### src/rtl/memory_slave.sv
// memory_slave: a small word-addressed storage target with a request/response
// handshake. A request is captured in IDLE, serviced in ACCESS and answered
// with a one-cycle slv_rsp pulse in RESP, giving one request per three cycles.
// Requests outside 0..MEM_SIZE-1 are answered with err instead of touching
// storage. Storage is cleared by reset, so it is built from flops.
module memory_slave #(
  parameter int ADDR_WIDTH = 8,
  parameter int DATA_WIDTH = 31,
  parameter int MEM_SIZE   = 16
) (
  input  logic                  clk,
  input  logic                  reset,
  input  logic                  en,
  input  logic                  wr,
  input  logic [ADDR_WIDTH-1:0] addr,
  input  logic [DATA_WIDTH-1:0] wdata,
  output logic [DATA_WIDTH-1:0] rdata,
  output logic                  slv_rsp,
  output logic                  err,
  output logic                  busy
);

  localparam logic [1:0] IDLE   = 2'd0;
  localparam logic [1:0] ACCESS = 2'd1;
  localparam logic [1:0] RESP   = 2'd2;

  // Word index width, and a compare width wide enough for both the full
  // address and MEM_SIZE so the range check never truncates or wraps.
  localparam int IDX_W = (MEM_SIZE > 1) ? $clog2(MEM_SIZE) : 1;
  localparam int CMP_W = (ADDR_WIDTH > 32) ? ADDR_WIDTH : 32;
  localparam logic [CMP_W-1:0] MEM_LIMIT = CMP_W'(MEM_SIZE);

  logic [1:0]            state_reg;
  logic [1:0]            state_next;
  logic                  wr_reg;
  logic [ADDR_WIDTH-1:0] addr_reg;
  logic [DATA_WIDTH-1:0] wdata_reg;
  logic [DATA_WIDTH-1:0] rdata_reg;
  logic                  rsp_reg;
  logic                  err_reg;

  logic [DATA_WIDTH-1:0] mem [MEM_SIZE];
  logic [MEM_SIZE-1:0]   word_we;
  logic [IDX_W-1:0]      mem_idx;
  logic                  in_range;
  logic                  accept;
  logic                  in_access;
  logic                  do_write;
  logic [DATA_WIDTH-1:0] rd_word;

  assign accept    = (state_reg == IDLE) && en;
  assign in_access = (state_reg == ACCESS);
  assign in_range  = (CMP_W'(addr_reg) < MEM_LIMIT);
  assign mem_idx   = IDX_W'(addr_reg);
  assign do_write  = in_access && wr_reg && in_range;
  // Out-of-range reads return zero rather than an aliased word.
  assign rd_word   = in_range ? mem[mem_idx] : '0;

  // Next-state logic: IDLE -> ACCESS on a request, then ACCESS -> RESP -> IDLE.
  always_comb begin
    state_next = state_reg;
    case (state_reg)
      IDLE:    if (en) state_next = ACCESS;
      ACCESS:  state_next = RESP;
      RESP:    state_next = IDLE;
      default: state_next = IDLE;
    endcase
  end

  // State register; reset aborts any request in flight.
  always_ff @(posedge clk or posedge reset) begin
    if (reset) state_reg <= IDLE;
    else       state_reg <= state_next;
  end

  // Request capture: only in IDLE, so inputs changing later cannot disturb it.
  always_ff @(posedge clk or posedge reset) begin
    if (reset) begin
      wr_reg    <= 1'b0;
      addr_reg  <= '0;
      wdata_reg <= '0;
    end else if (accept) begin
      wr_reg    <= wr;
      addr_reg  <= addr;
      wdata_reg <= wdata;
    end
  end

  // One write-enable per word, decoded from the captured address.
  genvar gi;
  generate
    for (gi = 0; gi < MEM_SIZE; gi++) begin : g_word_we
      assign word_we[gi] = do_write && (mem_idx == IDX_W'(gi));
    end
  endgenerate

  // Storage words: cleared by reset, written during ACCESS.
  always_ff @(posedge clk or posedge reset) begin
    if (reset) begin
      for (int i = 0; i < MEM_SIZE; i++) mem[i] <= '0;
    end else begin
      for (int i = 0; i < MEM_SIZE; i++) begin
        if (word_we[i]) mem[i] <= wdata_reg;
      end
    end
  end

  // Response registers: rdata only changes on a read completion; slv_rsp and
  // err are set leaving ACCESS so they are high for exactly the RESP cycle.
  always_ff @(posedge clk or posedge reset) begin
    if (reset) begin
      rdata_reg <= '0;
      rsp_reg   <= 1'b0;
      err_reg   <= 1'b0;
    end else begin
      rsp_reg <= in_access;
      err_reg <= in_access && !in_range;
      if (in_access && !wr_reg) rdata_reg <= rd_word;
    end
  end

  assign rdata   = rdata_reg;
  assign slv_rsp = rsp_reg;
  assign err     = err_reg;
  assign busy    = (state_reg != IDLE);

endmodule
### config.mk
export PLATFORM = sky130hd
export DESIGN_NAME = memory_slave
export DESIGN_NICKNAME = d
export VERILOG_FILES = /design/src/rtl/memory_slave.sv
export SDC_FILE = /design/constraint.sdc
export NUM_CORES = 1
export LEC_CHECK = 0
export CAP_MARGIN = 20
export CORE_AREA = 2 2 208 210
export DETAILED_ROUTE_END_ITERATION = 8
export DIE_AREA = 0 0 210 212
export GPL_TIMING_DRIVEN = 1
export PLACE_DENSITY = 0.78
export SYNTH_ARGS = -nofsm -noshare
export SYNTH_HDL_FRONTEND = slang
export SYNTH_SLANG_ARGS = --single-unit
### constraint.sdc
create_clock -name clk -period 44 [get_ports clk]
set_input_delay 8.8 -clock clk [delete_from_list [all_inputs] [get_ports clk]]
set_output_delay 8.8 -clock clk [all_outputs]
set_load 0.01 [all_outputs]
## After elaboration in Yosys (flattened, before gate mapping)

Cells that the tools add are included.

| cells by class | value |
|---|---|
| reductions and logical operators | 26 |
| eq/ne operators | 17 |
| muxes and demuxes | 6 |
| order comparisons | 2 |
| bitwise logic cells | 1 |

Operators by type and width:

| kind | count |
|---|---|
| binary-select mux 31 bit (select 4 bit) | 1 |
| two-way mux 31 bit | 3 |
| == test 4 bit (second input constant) | 8 |
| logical AND 1 bit | 21 |
| == test 4 x 3 -> 1 bit (second input constant) | 4 |
| == test 4 x 2 -> 1 bit (second input constant) | 2 |
| less-than comparator 8 x 5 -> 1 bit (second input constant) | 1 |
| >= comparator 5 bit (second input constant) | 1 |
| inverter 4 -> 5 bit | 1 |
| == test 4 x 1 -> 1 bit (second input constant) | 1 |
| zero test 4 bit | 1 |
| case mux 2 bit (2 select lines) | 1 |
| == test 2 x 1 -> 1 bit (second input constant) | 1 |
| zero test 1 bit | 2 |
| zero test 2 bit | 1 |
| two-way mux 2 bit | 1 |
| inequality test 2 bit (second input constant) | 1 |
| nonzero test 2 bit | 1 |

| word-level totals | value |
|---|---|
| input bits | 43 |
| logic and storage cells | 75 |
| register bits | 571 |
| output and inout port bits | 34 |

## Longest topological paths before layout

Gate-level depths: netlist of the first run.

| logic depth | value |
|---|---|
| word-level depth | 5 |
| gate-level depth with buffers | 7 |
| gate-level depth less buffers | 4 |

## Worst setup path before layout of the first run

OpenSTA, ideal clock, no wires.

| timing path | value |
|---|---|
| path type | input-to-reg |
| start point | in en |
| end point | reg addr_reg[0] |
| cell stages on the path | 4 |
| setup slack | 34.121 ns |
| setup time | 0.125 ns |
| arrival | 9.754 ns |
| required time | 43.875 ns |
| buffers on the path | 1 |
| cells stage by stage | inv_1 nor2_1 clkbuf_1 mux2_2 |

| between the ends | value |
|---|---|
| word-level cells in the longest chain between the ends | 1 |

RTL lines:

| element | RTL line | RTL |
|---|---|---|
| start, declared | 13 | `input logic en,` |
| logical AND 1 bit | 51 | `assign accept = (state_reg == IDLE) && en;` |
| end signal, assigned | 84 | `addr_reg <= addr;` |
| end, declared | 36 | `logic [ADDR_WIDTH-1:0] addr_reg;` |

No other way between the ends.
A chain may end at the register's enable or synchronous reset.

## Worst setup path after layout of the first run

| timing path | value |
|---|---|
| start point | reg state_reg[1] |
| end point | out busy |

| between the ends | value |
|---|---|
| word-level cells in the longest chain between the ends | 1 |

RTL lines:

| element | RTL line | RTL |
|---|---|---|
| start, declared | 33 | `logic [1:0] state_reg;` |
| start signal, assigned | 73 | `else state_reg <= state_next;` |
| nonzero test 2 bit | 125 | `assign busy = (state_reg != IDLE);` |
| end, declared | 20 | `output logic busy` |

No other way between the ends.

==> results.md, run 1 <==
- Net Sw Power: 333 uW
- Drt first pass iters: 4
- Lkg Pwr: 0.0134 uW
- Die Span X: 210 um
- Core Area: 42500 um2
- Post-DP HPWL: 29.1 mm
- Logic gate share of total power: 11.5%
- Clock Latency Late Sink: 0.61 ns
- Nets@finish: 1628
- Worst Setup Path Type: reg -> out
- Number of remaining DRC errors: 0
- FP Rows: 76
- Final setup margin: 33.36 ns
- Largest net degree at the start of global routing: 197
- First-pass GRT wire length: 85.4 mm
- Wire per inst: 24.5 um
- Library cells used by synthesis: 23
- Initial DRC count: 821
- Fin. max-slew vios: 0
- Sw Ratio: 26.1%
- Filler cells: 2874
- Hold Buf Count CTS: 0
- Syn Area/Cell: 16.2 um2
- Initial antenna violation count: 0
- Syn-to-layout area delta: 12.6%
- I/O Buffers: 76
- Min-Delay Path Class: reg -> reg
- Status: completed
- Max reg flops: 496
- Number of synthesized register bits: 571
- Crit. End Element: output pin
- Highest-count cells in the layout ignoring fill and taps: dfrtp_1 (567), mux2_2 (553), mux4_2 (124)
- Type of origin of the critical path: flip-flop
- Fraction of layout cells with a size suffix above 1: 50.4%
- Gpl congestion: 0.713
- Tightest Pin Transition: 1.02 ns
- CP arrival: 1.84 ns
- Syn. warnings: 0
- Total CTS buffers: 58
- Gates resized, CTS repair: 0
- Power Density: 44.9 nW/um2
- Sequential power share: 49.0%
- Most common cell after layout, fill and taps aside: dfrtp_1
- Vias in the first global route: 14400
- Worst rel slew slack: 31.8%
- CTS tree: done
- Multi-input gate area: 10400 um2
- Post-Route WL: 53.4 mm
- Peak VDD IR: 0.0373 mV
- CTS Sinks: 571
- Clock Skews: 0.0211 ns
- Fmax achieved: 94.0 MHz
- Setup TNS: 0 ns
- Die height: 212 um
- Worst path required time: 35.20 ns
- DP Worst Slack: 32.84 ns
- Syn_nets: 1594
- Die Area: 44500 um2
- Crit-path max FO: 4
- Starting Density: 59.3%
- # diodes: 0
- Final hold vios: 0
- Mapped Area: 25200 um2
- Crit share post-route: 24.2%
- Clock slew at reported path FFs: 0.06 ns
- Cell count after synthesis: 1551
- I/O pins: 77
- Int Power: 941 uW
- Max-cap violations: 0
- Clock Tree Root: clkbuf_16
- Setup Viol. Count Final: 0
- Final core utilization: 66.8%
- H-tree depth: 2
- RSZ-0062 raised after global routing: no
- # Post-CTS Setup Buffers: 0
- Via Count: 13400
- Clock power share: 39.6%
- GRT overflow: 0
- Global-route usage over all layers: 25.3%
- Vias per cell: 6.16
- DRT antenna net count: 0
- Clock period minus worst slack: 10.64 ns
- Max Root-Sink Buffers: 3
- Seq/Total Area, Yosys: 56.7%
- Register area: 14300 um2
power by group through the flow:
stage	Sequential, uW	Clock (uW)	Combinational (uW)
finish	624	504	146
global placement	629	0	146
detailed placement	632	0	149
global route	632	535	158
CTS	623	513	149
floorplan	589	0	142
metrics by stage:
| step | power, uW | instances | instance area [um2] | hold slack, ns |
|---|---|---|---|---|
| floorplan | 731 | 1551 | 25200 | 0.432 |
| global placement | 775 | 2071 | 26400 | 0.447 |
| detailed placement | 781 | 2071 | 26400 | 0.464 |
| CTS | 1280 | 2176 | 28400 | 0.473 |
| global route | 1330 | 2176 | 28400 | 0.502 |
| finish | 1270 | 2176 | 28400 | 0.469 |
path summary, 6_finish.rpt:
check                                      to          from  cells after the start  slack [ns]
worst max-delay path                     busy  state_reg[1]                      2       33.36
worst max register to register      rdata[29]   addr_reg[3]                      6       40.29
min in group asynchronous              wr_reg         reset                      2        8.77
worst min register to register   state_reg[1]  state_reg[1]                      1        0.47
max in group asynchronous       wdata_reg[13]         reset                      3       33.58
worst min-delay path             state_reg[1]  state_reg[1]                      1        0.47
synth_stat cells:
cell / n / area (um2)
nand4b_1: 2 / 17.5
or2_2: 1 / 6.26
o21ai_0: 31 / 155
inv_1: 2 / 7.51
mux2i_1: 62 / 621
mux2_1: 14 / 158
nand3b_1: 1 / 7.51
dfrtp_1: 571 / 14300
mux4_2: 124 / 2790
nand2_1: 34 / 128
mux2_2: 553 / 6230
buf_1: 32 / 120
nor3_2: 6 / 60.1
nor4_4: 1 / 21.3
buf_4: 5 / 37.5
nand3_1: 1 / 5.00
buf_2: 78 / 390
nor2_1: 11 / 41.3
nand2b_1: 3 / 18.8
nor4_2: 1 / 12.5
clkbuf_1: 14 / 52.6
and3b_1: 1 / 8.76
nor2b_1: 3 / 18.8
worst max-delay path, cell delays in order, from the launching register on:
cell and delay, ns:
dfrtp_1 0.40, or2_2 0.34, clkdlybuf4s50_1 0.50
area by class of cell:
cell class                      count  area share, %
Sequential cell                   571           50.4
Multi-Input combinational cell    849           36.7
Clock buffer                       87           6.14
Timing Repair Buffer              103           3.48
Tap cell                          546           2.41
Clock inverter                     18          0.794
Inverter                            2         0.0529
cell families after synthesis:
family                 share of synthesized area [%]
DFF                                             56.7
buffers and inverters                           2.41
muxes                                           38.9
AOI/OAI and AO/OA                              0.616
and+or+nand+nor                                 1.37
routing by layer:
layer  track usage, %  wire [um]  share of wire [%]  vias up
met5                0          0                  0        -
met4             6.63       1060                2.0        0
met2             40.2      25400                 48      233
met1             37.6      25000                 47     7293
li1                 -          -                  -     5793
met3             3.31       1930                3.6       82
(Power assumes the default switching activity.)
==> run 2: changes to the inputs <==
Settings changed: CORE_AREA 2 2 208 210 to 2 2 216 218, DIE_AREA 0 0 210 212 to 0 0 218 220, PLACE_DENSITY 0.78 to 0.76.
Clock period 44 ns to 9.29 ns, I/O delays scaled along.
==> run 2 against run 1 <==
Clock power grew to 4.7 times the previous value. Worst setup slack worse by 28 ns. Register-to-register slack worse by 35 ns. Clock skew is 0.0068 ns lower. Critical path depth is 3 higher. Sequential cell count stayed put. First-iteration DRC count is 15% higher. Sequential share of layout area is 0.21 points lower. Combinational power grew to 4.8 times the previous value. Via count is 0.73% higher. Utilization is 4.6 points lower. Global-route usage is 1.5 points lower.
==> results.md, run 2 (synthesized netlist as in run 1, its figures left out) <==
- RSZ-0062 raised after global routing: no
- Lkg Pwr: 0.0134 uW
- Crit path top cell by count: buf_4
- Fin. max-slew vios: 0
- Syn-to-layout area delta: 13.1%
- Final Non-Filler Cells: 2241
- Highest-count cells in the layout ignoring fill and taps: dfrtp_1 (567), mux2_2 (553), mux4_2 (124)
- Crit share post-route: 42.5%
- Max-cap violations: 0
- DRT antenna net count: 0
- Die height: 220 um
- CTS tree: done
- Worst rel slew slack: 28.1%
- Clock Latency Late Sink: 0.61 ns
- H-tree depth: 2
- Gpl congestion: 0.724
- CP max stage delay: 0.87 ns
- I/O Buffers: 76
- Max reg flops: 496
- GR peak layer: met2
- Power Density: 212 nW/um2
- CTS Sinks: 571
- Worst path required time: 9.78 ns
- Total CTS buffers: 58
- Multi-input gate area: 10400 um2
- Placed Instances: 2135
- Crit-path slowest cell: buf_4
- Register area: 14300 um2
- Status: completed
- GRT overflow: 0
- Clock Tree Root: clkbuf_16
- Sw Ratio: 26.3%
- I/O pins: 77
- Die Span X: 218 um
- Sequential power share: 49.1%
- Fraction of layout cells with a size suffix above 1: 50.7%
- Crit-path max FO: 55
- Most common cell after layout, fill and taps aside: dfrtp_1
- Initial DRC count: 945
- Clock power share: 39.4%
- Peak VDD IR: 0.158 mV
- Clock period minus worst slack: 3.95 ns
- FP Rows: 79
- CP cell instances: buf_4 > nand2_1 > nor3_4 > buf_4 > mux2_2
- Crit. End Element: flip-flop
- Met1 GRT Util: 33.9%
- Vias in the first global route: 14600
- Setup Viol. Count Final: 0
- Gates resized, CTS repair: 0
- Worst Setup Path Type: reg -> reg
- Post-DP HPWL: 30.5 mm
- M3 GR Usage: 3.71%
- Final hold vios: 0
- Post-Route WL: 54.3 mm
- Tightest Pin Transition: 1.08 ns
- Via Count: 13500
- Filler cells: 3327
- Clock Skews: 0.0143 ns
- Drt first pass iters: 4
- Type of origin of the critical path: flip-flop
- Initial antenna violation count: 0
- Die Area: 48000 um2
- Global-route usage over all layers: 23.8%
- Core Area: 45900 um2
- Starting Density: 54.9%
- Nets@finish: 1631
- CP arrival: 4.44 ns
- Hold Buf Count CTS: 0
- Largest net degree at the start of global routing: 187
- Int Power: 4450 uW
- Min-Delay Path Class: reg -> reg
- Fmax achieved: 253 MHz
- Vias per cell: 6.02
- Logic gate share of total power: 11.5%
- Net Sw Power: 1590 uW
- # Post-CTS Setup Buffers: 0
- Wire per inst: 24.2 um
- Number of remaining DRC errors: 0
- Fin Hold WS: 0.469 ns
- # diodes: 0
- First-pass GRT wire length: 86.7 mm
- Clock slew at reported path FFs: 0.06 ns
- Met2 usage: 39.0%
- Max Root-Sink Buffers: 3
- Setup TNS: 0 ns
-- run 2: worst max-delay path, delay by kind of cell (launching register included) --
kind                   cells  cell delay, ns
muxes                      1            0.39
buffers and inverters      2            1.42
DFF                        1            0.81
and+or+nand+nor            2            1.10
-- run 2: power groups by stage --
stage	Combinational, uW	Clock [uW]	Sequential, uW
global route	747	2540	3000
finish	695	2380	2960
detailed placement	706	0	3000
floorplan	671	0	2790
global placement	692	0	2990
CTS	709	2420	2960
-- run 2: worst paths after layout --
kind                              start            end  slack [ns]  cells past startpoint
max                         addr_reg[3]        mem[63]        5.34                      5
min                        state_reg[1]   state_reg[1]        0.47                      1
max reg2reg                 addr_reg[3]        mem[63]        5.34                      5
min reg2reg                state_reg[1]   state_reg[1]        0.47                      1
max in group asynchronous         reset  wdata_reg[15]        5.67                      4
min in group asynchronous         reset       mem[373]        1.70                      2
-- run 2: area by class of cell --
type | instances | share of cell area (%)
well taps | 607 | 2.67
multi-input cells | 849 | 36.6
flip-flops and latches | 571 | 50.2
inverters | 2 | 0.0395
clock buffers | 89 | 6.36
clock inverters | 17 | 0.580
repair buffers | 106 | 3.59
-- run 2: stage by stage --
| step | instance area [um2] | total power (uW) | utilization (%) | setup WS (ns) |
|---|---|---|---|---|
| 6_report | 28500 | 6040 | 62.1 | 5.34 |
| 4_1_cts | 28500 | 6090 | 62.1 | 5.24 |
| 5_1_grt | 28500 | 6290 | 62.1 | 5.10 |
| 2_1_floorplan | 25200 | 3460 | - | -0.346 |
| 3_3_place_gp | 26500 | 3680 | 57.8 | 5.08 |
| 3_5_place_dp | 26500 | 3710 | 57.8 | 5.01 |
-- run 2: metal layers --
layer	part of all wire [%]	vias to the layer above	wire, um
met1	45	7404	24300
met4	1.9	0	1020
met2	49	245	26700
met5	0	-	0
li1	-	5779	-
met3	4.1	71	2250
